<file path="config.mk">
export PLATFORM = sky130hd
export DESIGN_NAME = nibble_pingpong_buf_flat
export DESIGN_NICKNAME = d
export VERILOG_FILES = /design/src/rtl/nibble_pingpong_buf_if.sv /design/src/rtl/nibble_pingpong_buf.sv /design/src/flat_wrapper.sv
export SDC_FILE = /design/constraint.sdc
export NUM_CORES = 1
export LEC_CHECK = 0
export ABC_AREA = 1
export ABC_CLOCK_PERIOD_IN_PS = 1270
export CORE_MARGIN = 1
export CORE_UTILIZATION = 27
export DETAILED_ROUTE_END_ITERATION = 7
export GPL_TIMING_DRIVEN = 1
export SLEW_MARGIN = 30
export SYNTH_ARGS = -nofsm -noshare
export SYNTH_HDL_FRONTEND = slang
export SYNTH_SLANG_ARGS = --single-unit
export TNS_END_PERCENT = 20
</file>
<file path="constraint.sdc">
create_clock -name clk -period 1.27 [get_ports clk]
set_input_delay 0.254 -clock clk [delete_from_list [all_inputs] [get_ports clk]]
set_output_delay 0.254 -clock clk [all_outputs]
set_load 0.02 [all_outputs]
</file>
<file path="src/rtl/nibble_pingpong_buf_if.sv">
// Handshake and mux-facing signals of the nibble ping-pong buffer.
// The slave modport is the buffer itself; the master modport is the
// producer/consumer/mux side that drives requests and observes the slots.
interface nibble_pingpong_buf_if #(
  parameter int WIDTH = 4
);
  logic             wr_valid;
  logic             wr_ready;
  logic [WIDTH-1:0] wr_data;
  logic             rd_ready;
  logic             rd_valid;
  logic             flush;
  logic [WIDTH-1:0] in0;
  logic [WIDTH-1:0] in1;
  logic             s;
  logic [1:0]       count;

  modport slave (
    input  wr_valid, wr_data, rd_ready, flush,
    output wr_ready, rd_valid, in0, in1, s, count
  );

  modport master (
    output wr_valid, wr_data, rd_ready, flush,
    input  wr_ready, rd_valid, in0, in1, s, count
  );
endinterface

</file>
<file path="src/rtl/nibble_pingpong_buf.sv">
// Two-entry ping-pong buffer feeding a 4-bit 2:1 nibble mux. The two slot
// registers drive the mux data inputs and the read pointer drives its select,
// so the mux output is always the oldest unread nibble.
module nibble_pingpong_buf #(
  parameter int WIDTH = 4
) (
  input logic                  clk,
  input logic                  rst_n,
  nibble_pingpong_buf_if.slave bus
);

  logic [WIDTH-1:0] slot0_q, slot0_d;
  logic [WIDTH-1:0] slot1_q, slot1_d;
  logic             wp_q, wp_d;
  logic             rp_q, rp_d;
  logic [1:0]       count_q, count_d;
  logic             push, pop;

  // Handshake status decoded from registered occupancy only, so wr_ready has
  // no combinational path from rd_ready (a full buffer never bypasses a write).
  assign bus.wr_ready = (count_q != 2'd2);
  assign bus.rd_valid = (count_q != 2'd0);

  assign push = bus.wr_valid && bus.wr_ready;
  assign pop  = bus.rd_ready && bus.rd_valid;

  // Next-state: flush wins over push/pop; otherwise push writes slot[wp],
  // pop advances rp, and occupancy tracks the net change.
  always_comb begin
    // NOTE: every signal gets a default first so no latch can be inferred.
    slot0_d = slot0_q;
    slot1_d = slot1_q;
    wp_d    = wp_q;
    rp_d    = rp_q;
    count_d = count_q;
    if (bus.flush) begin
      slot0_d = '0;
      slot1_d = '0;
      wp_d    = 1'b0;
      rp_d    = 1'b0;
      count_d = 2'd0;
    end else begin
      if (push) begin
        if (wp_q) slot1_d = bus.wr_data;
        else      slot0_d = bus.wr_data;
        wp_d = ~wp_q;
      end
      if (pop) begin
        rp_d = ~rp_q;
      end
      case ({push, pop})
        2'b10:   count_d = count_q + 2'd1;
        2'b01:   count_d = count_q - 2'd1;
        default: count_d = count_q;
      endcase
    end
  end

  // State register with asynchronous clear of pointers, count and slots.
  always_ff @(posedge clk or negedge rst_n) begin
    if (!rst_n) begin
      // NOTE: the slots are reset too, because they drive the mux directly
      // and must read as zero after reset, not as power-up garbage.
      slot0_q <= '0;
      slot1_q <= '0;
      wp_q    <= 1'b0;
      rp_q    <= 1'b0;
      count_q <= 2'd0;
    end else begin
      // NOTE: non-blocking assignments so every register updates from
      // pre-edge values regardless of statement order.
      slot0_q <= slot0_d;
      slot1_q <= slot1_d;
      wp_q    <= wp_d;
      rp_q    <= rp_d;
      count_q <= count_d;
    end
  end

  assign bus.in0   = slot0_q;
  assign bus.in1   = slot1_q;
  assign bus.s     = rp_q;
  assign bus.count = count_q;

endmodule

</file>
<file path="src/flat_wrapper.sv">
// flat-port wrapper written by rule: the top's interface ports become plain ports
module nibble_pingpong_buf_flat 
#(
  parameter int WIDTH = 4
)
  (clk, rst_n, bus_wr_valid, bus_wr_data, bus_rd_ready, bus_flush, bus_wr_ready, bus_rd_valid, bus_in0, bus_in1, bus_s, bus_count);
  nibble_pingpong_buf_if #(.WIDTH(WIDTH)) bus_i ();
  input logic clk;
  input logic rst_n;
  input wire logic [$bits(bus_i.wr_valid)-1:0] bus_wr_valid;
  input wire logic [$bits(bus_i.wr_data)-1:0] bus_wr_data;
  input wire logic [$bits(bus_i.rd_ready)-1:0] bus_rd_ready;
  input wire logic [$bits(bus_i.flush)-1:0] bus_flush;
  output wire logic [$bits(bus_i.wr_ready)-1:0] bus_wr_ready;
  output wire logic [$bits(bus_i.rd_valid)-1:0] bus_rd_valid;
  output wire logic [$bits(bus_i.in0)-1:0] bus_in0;
  output wire logic [$bits(bus_i.in1)-1:0] bus_in1;
  output wire logic [$bits(bus_i.s)-1:0] bus_s;
  output wire logic [$bits(bus_i.count)-1:0] bus_count;
  assign bus_i.wr_valid = bus_wr_valid;
  assign bus_i.wr_data = bus_wr_data;
  assign bus_i.rd_ready = bus_rd_ready;
  assign bus_i.flush = bus_flush;
  assign bus_wr_ready = bus_i.wr_ready;
  assign bus_rd_valid = bus_i.rd_valid;
  assign bus_in0 = bus_i.in0;
  assign bus_in1 = bus_i.in1;
  assign bus_s = bus_i.s;
  assign bus_count = bus_i.count;
  nibble_pingpong_buf #(.WIDTH(WIDTH)) u_core (.clk(clk), .rst_n(rst_n), .bus(bus_i));
endmodule
</file>
==> impl_results.md, run 1 <==
- Final GP Congestion: 0.6917
- Total wire length: 1340 microns
- Status: finished, final reports clean
- Initial antenna violation count: 0
- CTS Buffer Depth: 2
- Least-Margin Pin Slew: 245.2 ps
- Crit Path Max Fanout: 3
- Final ANT Viol Nets: 0
- Worst vdd ir: 0.4762 mV
- Fin worst setup slack: 7.328 ps
- Synth unique cells: 12
- Clock root buffer master: clkbuf_4
- Share of cells above drive strength 1: 25.00%
- CTS tree: done
- Final Total Pwr: 0.001067 W
- Width of the die: 49.12 microns
- DP Worst Slack: -122.7 ps
- Mapped Cells: 75
- Multi-input logic area: 235.2 sq um
- Clock slew at reported path FFs: 80 ps
- Area grow syn2layout: 58.46%
- I/O Buffers: 21
- Row count: 16
- Setup repair after global routing missed its margin: yes
- Nets@finish: 122
- Remaining DRCs: 0
- R2r endpoint: u_core.bus.in1[0]
- Crit. End Element: output port
- Fin util: 46.97%
- Filler cell count: 206
- Routed vias/inst: 4.295
- Htree depth: 1
- CP Launch Point: u_core.bus.count[0]
- I/O Pins: 22
- Period minus WS final: 1263 ps
- Worst setup SP type: register
- Hold crit path type: in2async
- Worst slew margin: 83.64%
- Largest net degree at the start of global routing: 13
- Slew Limit Fails: 0
- Global-route wire length before repair: 2208 microns
- Syn nets: 84
- Leak pwr: 0.4952 nW
- Vias: 597
- Iter 0 DRT Violations: 11
- Number of hold buffers added after CTS: 0
- Initial Util: 29.64%
- Grt ovf: 0
- Total CTS buffers: 3
- Clk sinks: 12
- Syn Std Cell Area: 599.3 sq um
- All-Layer GR Usage: 12.02%
- Critical path endpoint: bus_rd_valid
- Overall die height: 49.12 microns
- Share of the yosys chip area belonging to registers: 50.10%
- Post-synth top area share: 50.10%
- Pwr Density: 1124 mW/mm^2
- Kind of critical path: reg2out
- Worst reg2reg setup slack: 70 ps
- ANT cells: 0
- Worst skew pair latency: 270 ps
- FF+latch area: 301.5 sq um
- Area leader, netlist: dfrtp_1
- CP arrival: 1010 ps
- Fin crit share: 99.42%
- Core area: 0.002022 sq mm
- Critical path data required time: 1020 ps
- Worst r2r path cells: 6
- Number of synthesized register bits: 12
- Max-cap violations: 0
- Syn avg cell area: 7.991 sq um
- Clock Skew: 2.458 ps
- Synth top area cells: dfrtp_1, inv_1, nand2_1, o21ai_0, o21ai_4
- DRT Pass-1 Iters: 4
- # setup viols final: 0
- Synth warn: 0
- Final HPWL DP: 989.9 microns
- Die area: 0.002412 sq mm
- Average wire per standard cell: 9.640 microns
- R2R Path Start: u_core.bus.count[0]
- Final hold violation count: 0
- Number of global-route vias before repair: 529
- Fmax: 792.0 MHz
## worst min-delay path by stage
stage                            start                  end  cells after the start
after global placement    u_core.bus.s         u_core.bus.s                      1
final                            rst_n    u_core.bus.in0[2]                      2
after detailed placement  u_core.bus.s         u_core.bus.s                      1
after global routing             rst_n    u_core.bus.in1[0]                      2
after floorplan                  rst_n  u_core.bus.count[0]                      0
after CTS                        rst_n    u_core.bus.in1[1]                      2
## final cells by class
cell class / count / share of cell area [%]
flip-flops and latches: 12 / 31.75
repair buffers: 33 / 28.59
multi-input cells: 44 / 24.77
inverters: 19 / 7.510
clock buffers: 4 / 3.821
well taps: 27 / 3.557
## state kept, by name, indices dropped and copies added, names as in the netlist
name	cells
u_core.wp_q	1
u_core.bus.s	1
u_core.bus.count	2
u_core.bus.in0	4
u_core.bus.in1	4
## Yosys cell counts, drive strengths merged
| cell type | number |
|---|---|
| nand2 | 17 |
| nand4 | 4 |
| nor2 | 7 |
| a21oi | 3 |
| nand3 | 1 |
| dfrtp | 12 |
| o21ai | 12 |
| inv | 19 |
## cell families after synthesis
group	count (synthesis)	share of synthesized area, %
DFF	12	50.10
and+or+nand+nor	29	21.71
buffers and inverters	19	11.90
AOI/OAI and AO/OA	15	16.28
## through the flow
step                TNS [ps]  hold WS [ps]  area (sq um)  std cells
floorplan                  0        -41.59         599.3         75
global placement       -1009         456.1         918.4        133
detailed placement     -1215         468.2         918.4        133
CTS                   -225.7         274.3         938.4        138
global route          -153.2         268.8         949.7        139
finish                     0         274.9         949.7        139
## report_power, final
group / switching (W) / internal, W / total [W]
Clock: 0.000129 / 0.000174 / 0.000303
Combinational: 0.000170 / 0.000146 / 0.000317
Sequential: 0.0000294 / 0.000419 / 0.000448
Total: 0.000328 / 0.000739 / 0.00107
## cell usage in the layout, fill, tap and decap left out
master,Yosys,final
clkbuf_4,0,3
clkdlybuf4s50_1,0,8
nor2_4,0,1
o21ai_0,10,8
nand2_2,1,1
nor2_1,7,6
dfrtp_1,12,11
o21ai_1,0,2
nand3_1,1,1
buf_2,0,2
clkbuf_8,0,1
nand4_1,4,4
dfrtp_2,0,1
nand2_1,15,15
nand2_4,1,1
inv_2,1,1
a21oi_1,3,3
buf_4,0,13
inv_1,18,18
clkdlybuf4s15_1,0,3
dlygate4sd2_1,0,5
o21ai_4,2,2
clkbuf_2,0,2
## metal layers
| layer | vias to the layer above | global-route usage [%] | routed length [microns] |
|---|---|---|---|
| met4 | 0 | 4.412 | 0 |
| met1 | 269 | 14.09 | 604 |
| met2 | 24 | 20.32 | 632 |
| li1 | 304 | - | - |
| met3 | 0 | 3.738 | 103 |
| met5 | - | 0 | 0 |
## timing repair
action / CTS / global route
gates resized for setup: 19 / 16
setup endpoints to repair: 13 / 8
setup buffers: 1 / 1
pin swaps: 0 / 1
## critical path: stages (launching register included)
cell     delay [ps]
dfrtp_1         430
nor2_4          120
inv_1            40
buf_2           150
(Power assumes the default switching activity.)
==> run 2: changes to the inputs <==
CAP_MARGIN = 5   (was unset)
RECOVER_POWER = 25   (was unset)
==> impl_results.md, run 2 (synthesis results as in run 1) <==
- Crit Path Max Fanout: 3
- Hold_ws: 472.0 ps
- Grt ovf: 0
- Final ANT Viol Nets: 0
- Fin util: 46.78%
- I/O Pins: 22
- DRT Pass-1 Iters: 4
- Total CTS buffers: 3
- Final hold violation count: 0
- Largest net degree at the start of global routing: 13
- Placed cell areas: 918.4 sq um
- Period minus WS final: 1263 ps
- Leak pwr: 0.4919 nW
- Vias: 597
- CTS Buffer Depth: 2
- Most common cell after layout, fill and taps aside: inv_1
- Status: finished, final reports clean
- ANT cells: 0
- Hold crit path type: reg2reg
- Overall die height: 49.12 microns
- I/O Buffers: 21
- Htree depth: 1
- Max-cap violations: 0
- Global-route wire length before repair: 2208 microns
- Most frequent cells in the layout: inv_1, nand2_1, buf_4, dfrtp_1, o21ai_0
- Met1 global-route usage: 14.09%
- Kind of critical path: reg2out
- Initial Util: 29.64%
- Least-Margin Pin Slew: 679.1 ps
- Slew Limit Fails: 0
- Multi-input logic area: 235.2 sq um
- GR Layer Usage met2: 20.32%
- Iter 0 DRT Violations: 11
- Filler cell count: 206
- Pwr Density: 1126 mW/mm^2
- Nets@finish: 122
- Number of hold buffers added after CTS: 0
- Remaining DRCs: 0
- Row count: 16
- Width of the die: 49.12 microns
- CP arrival: 1010 ps
- Final HPWL DP: 989.9 microns
- Worst setup SP type: register
- FF+latch area: 301.5 sq um
- Initial antenna violation count: 0
- Clk sinks: 12
- Worst hold path depth: 1
- Crit. End Element: output port
- Routed vias/inst: 4.295
- R2R Path Start: u_core.bus.count[0]
- CP Launch Point: u_core.bus.count[0]
- Core area: 0.002022 sq mm
- Placed instance count: 133
- Worst slew margin: 54.73%
- Fin cells: 139
- Clock root buffer master: clkbuf_4
- Met3 GRT Util: 3.738%
- Worst skew pair latency: 270 ps
- Fin crit share: 99.42%
- Total wire length: 1349 microns
- Worst r2r path cells: 6
- Worst Hold Launch: u_core.bus.s
- Clock slew at reported path FFs: 80 ps
- Design area: 945.9 sq um
- Average wire per standard cell: 9.705 microns
- Worst vdd ir: 0.4758 mV
- Clock Skew: 2.445 ps
- # setup viols final: 0
- Setup repair after global routing missed its margin: yes
- All-Layer GR Usage: 12.02%
- Fmax: 792.0 MHz
- Number of global-route vias before repair: 529
- Share of cells above drive strength 1: 24.11%
- Area grow syn2layout: 57.83%
- Final GP Congestion: 0.6917
- Die area: 0.002412 sq mm
- CTS tree: done
- Critical path data required time: 1020 ps
- Global route hottest layer: met2
run 2: cell types whose count changed in the layout (fill, tap and decap cells not counted):
cell             delta
clkbuf_1            +1
clkdlybuf4s50_1     -1
buf_4               -1
dlygate4sd3_1       +1
run 2: final timing paths:
kind                       slack (ps)                   to
setup reg to reg                   70    u_core.bus.in1[0]
max in group asynchronous         280  u_core.bus.count[1]
hold / removal                    470         u_core.bus.s
hold reg to reg                   470         u_core.bus.s
setup / recovery                    7         bus_rd_valid
min in group asynchronous         520    u_core.bus.in0[2]
run 2: cell type report:
type                       instances  share of cell area, %
clock buffer                       4                  3.836
inverter                          19                  7.540
multi-input combinational         44                  24.87
sequential                        12                  31.88
timing repair buffer              33                  28.31
tap                               27                  3.571
run 2: repair_timing:
item | in CTS | in global routing
gates cloned | 0 | 0
resized for setup | 19 | 16
endpoints found under the setup margin | 13 | 8
pin swaps | 0 | 1
setup buffers | 1 | 1
run 2: report_power, final:
group	switching [W]	internal, W	total, W
combinational	0.000170	0.000144	0.000315
clock	0.000129	0.000174	0.000303
sequential	0.0000294	0.000418	0.000448
total	0.000329	0.000737	0.00107
run 2: per-layer routing:
metal,routed length (microns),share of wire (%)
met1,616,46
met2,629,47
met3,103,7.6
met4,0,0
met5,0,0
run 2: worst max-delay path: stages, from the launching register on:
cell	delay, ps
dfrtp_1	430
nor2_4	120
inv_1	40
buf_2	150
run 2: metrics by stage:
stage,TNS (ps),setup slack [ps],power [W]
2_1_floorplan,0,30.32,0.0005983
3_3_place_gp,-1009,-98.19,0.0007716
3_5_place_dp,-1215,-122.7,0.0007753
4_1_cts,-225.7,-201.1,0.001057
5_1_grt,-153.2,-50.29,0.001132
6_report,0,7.377,0.001065
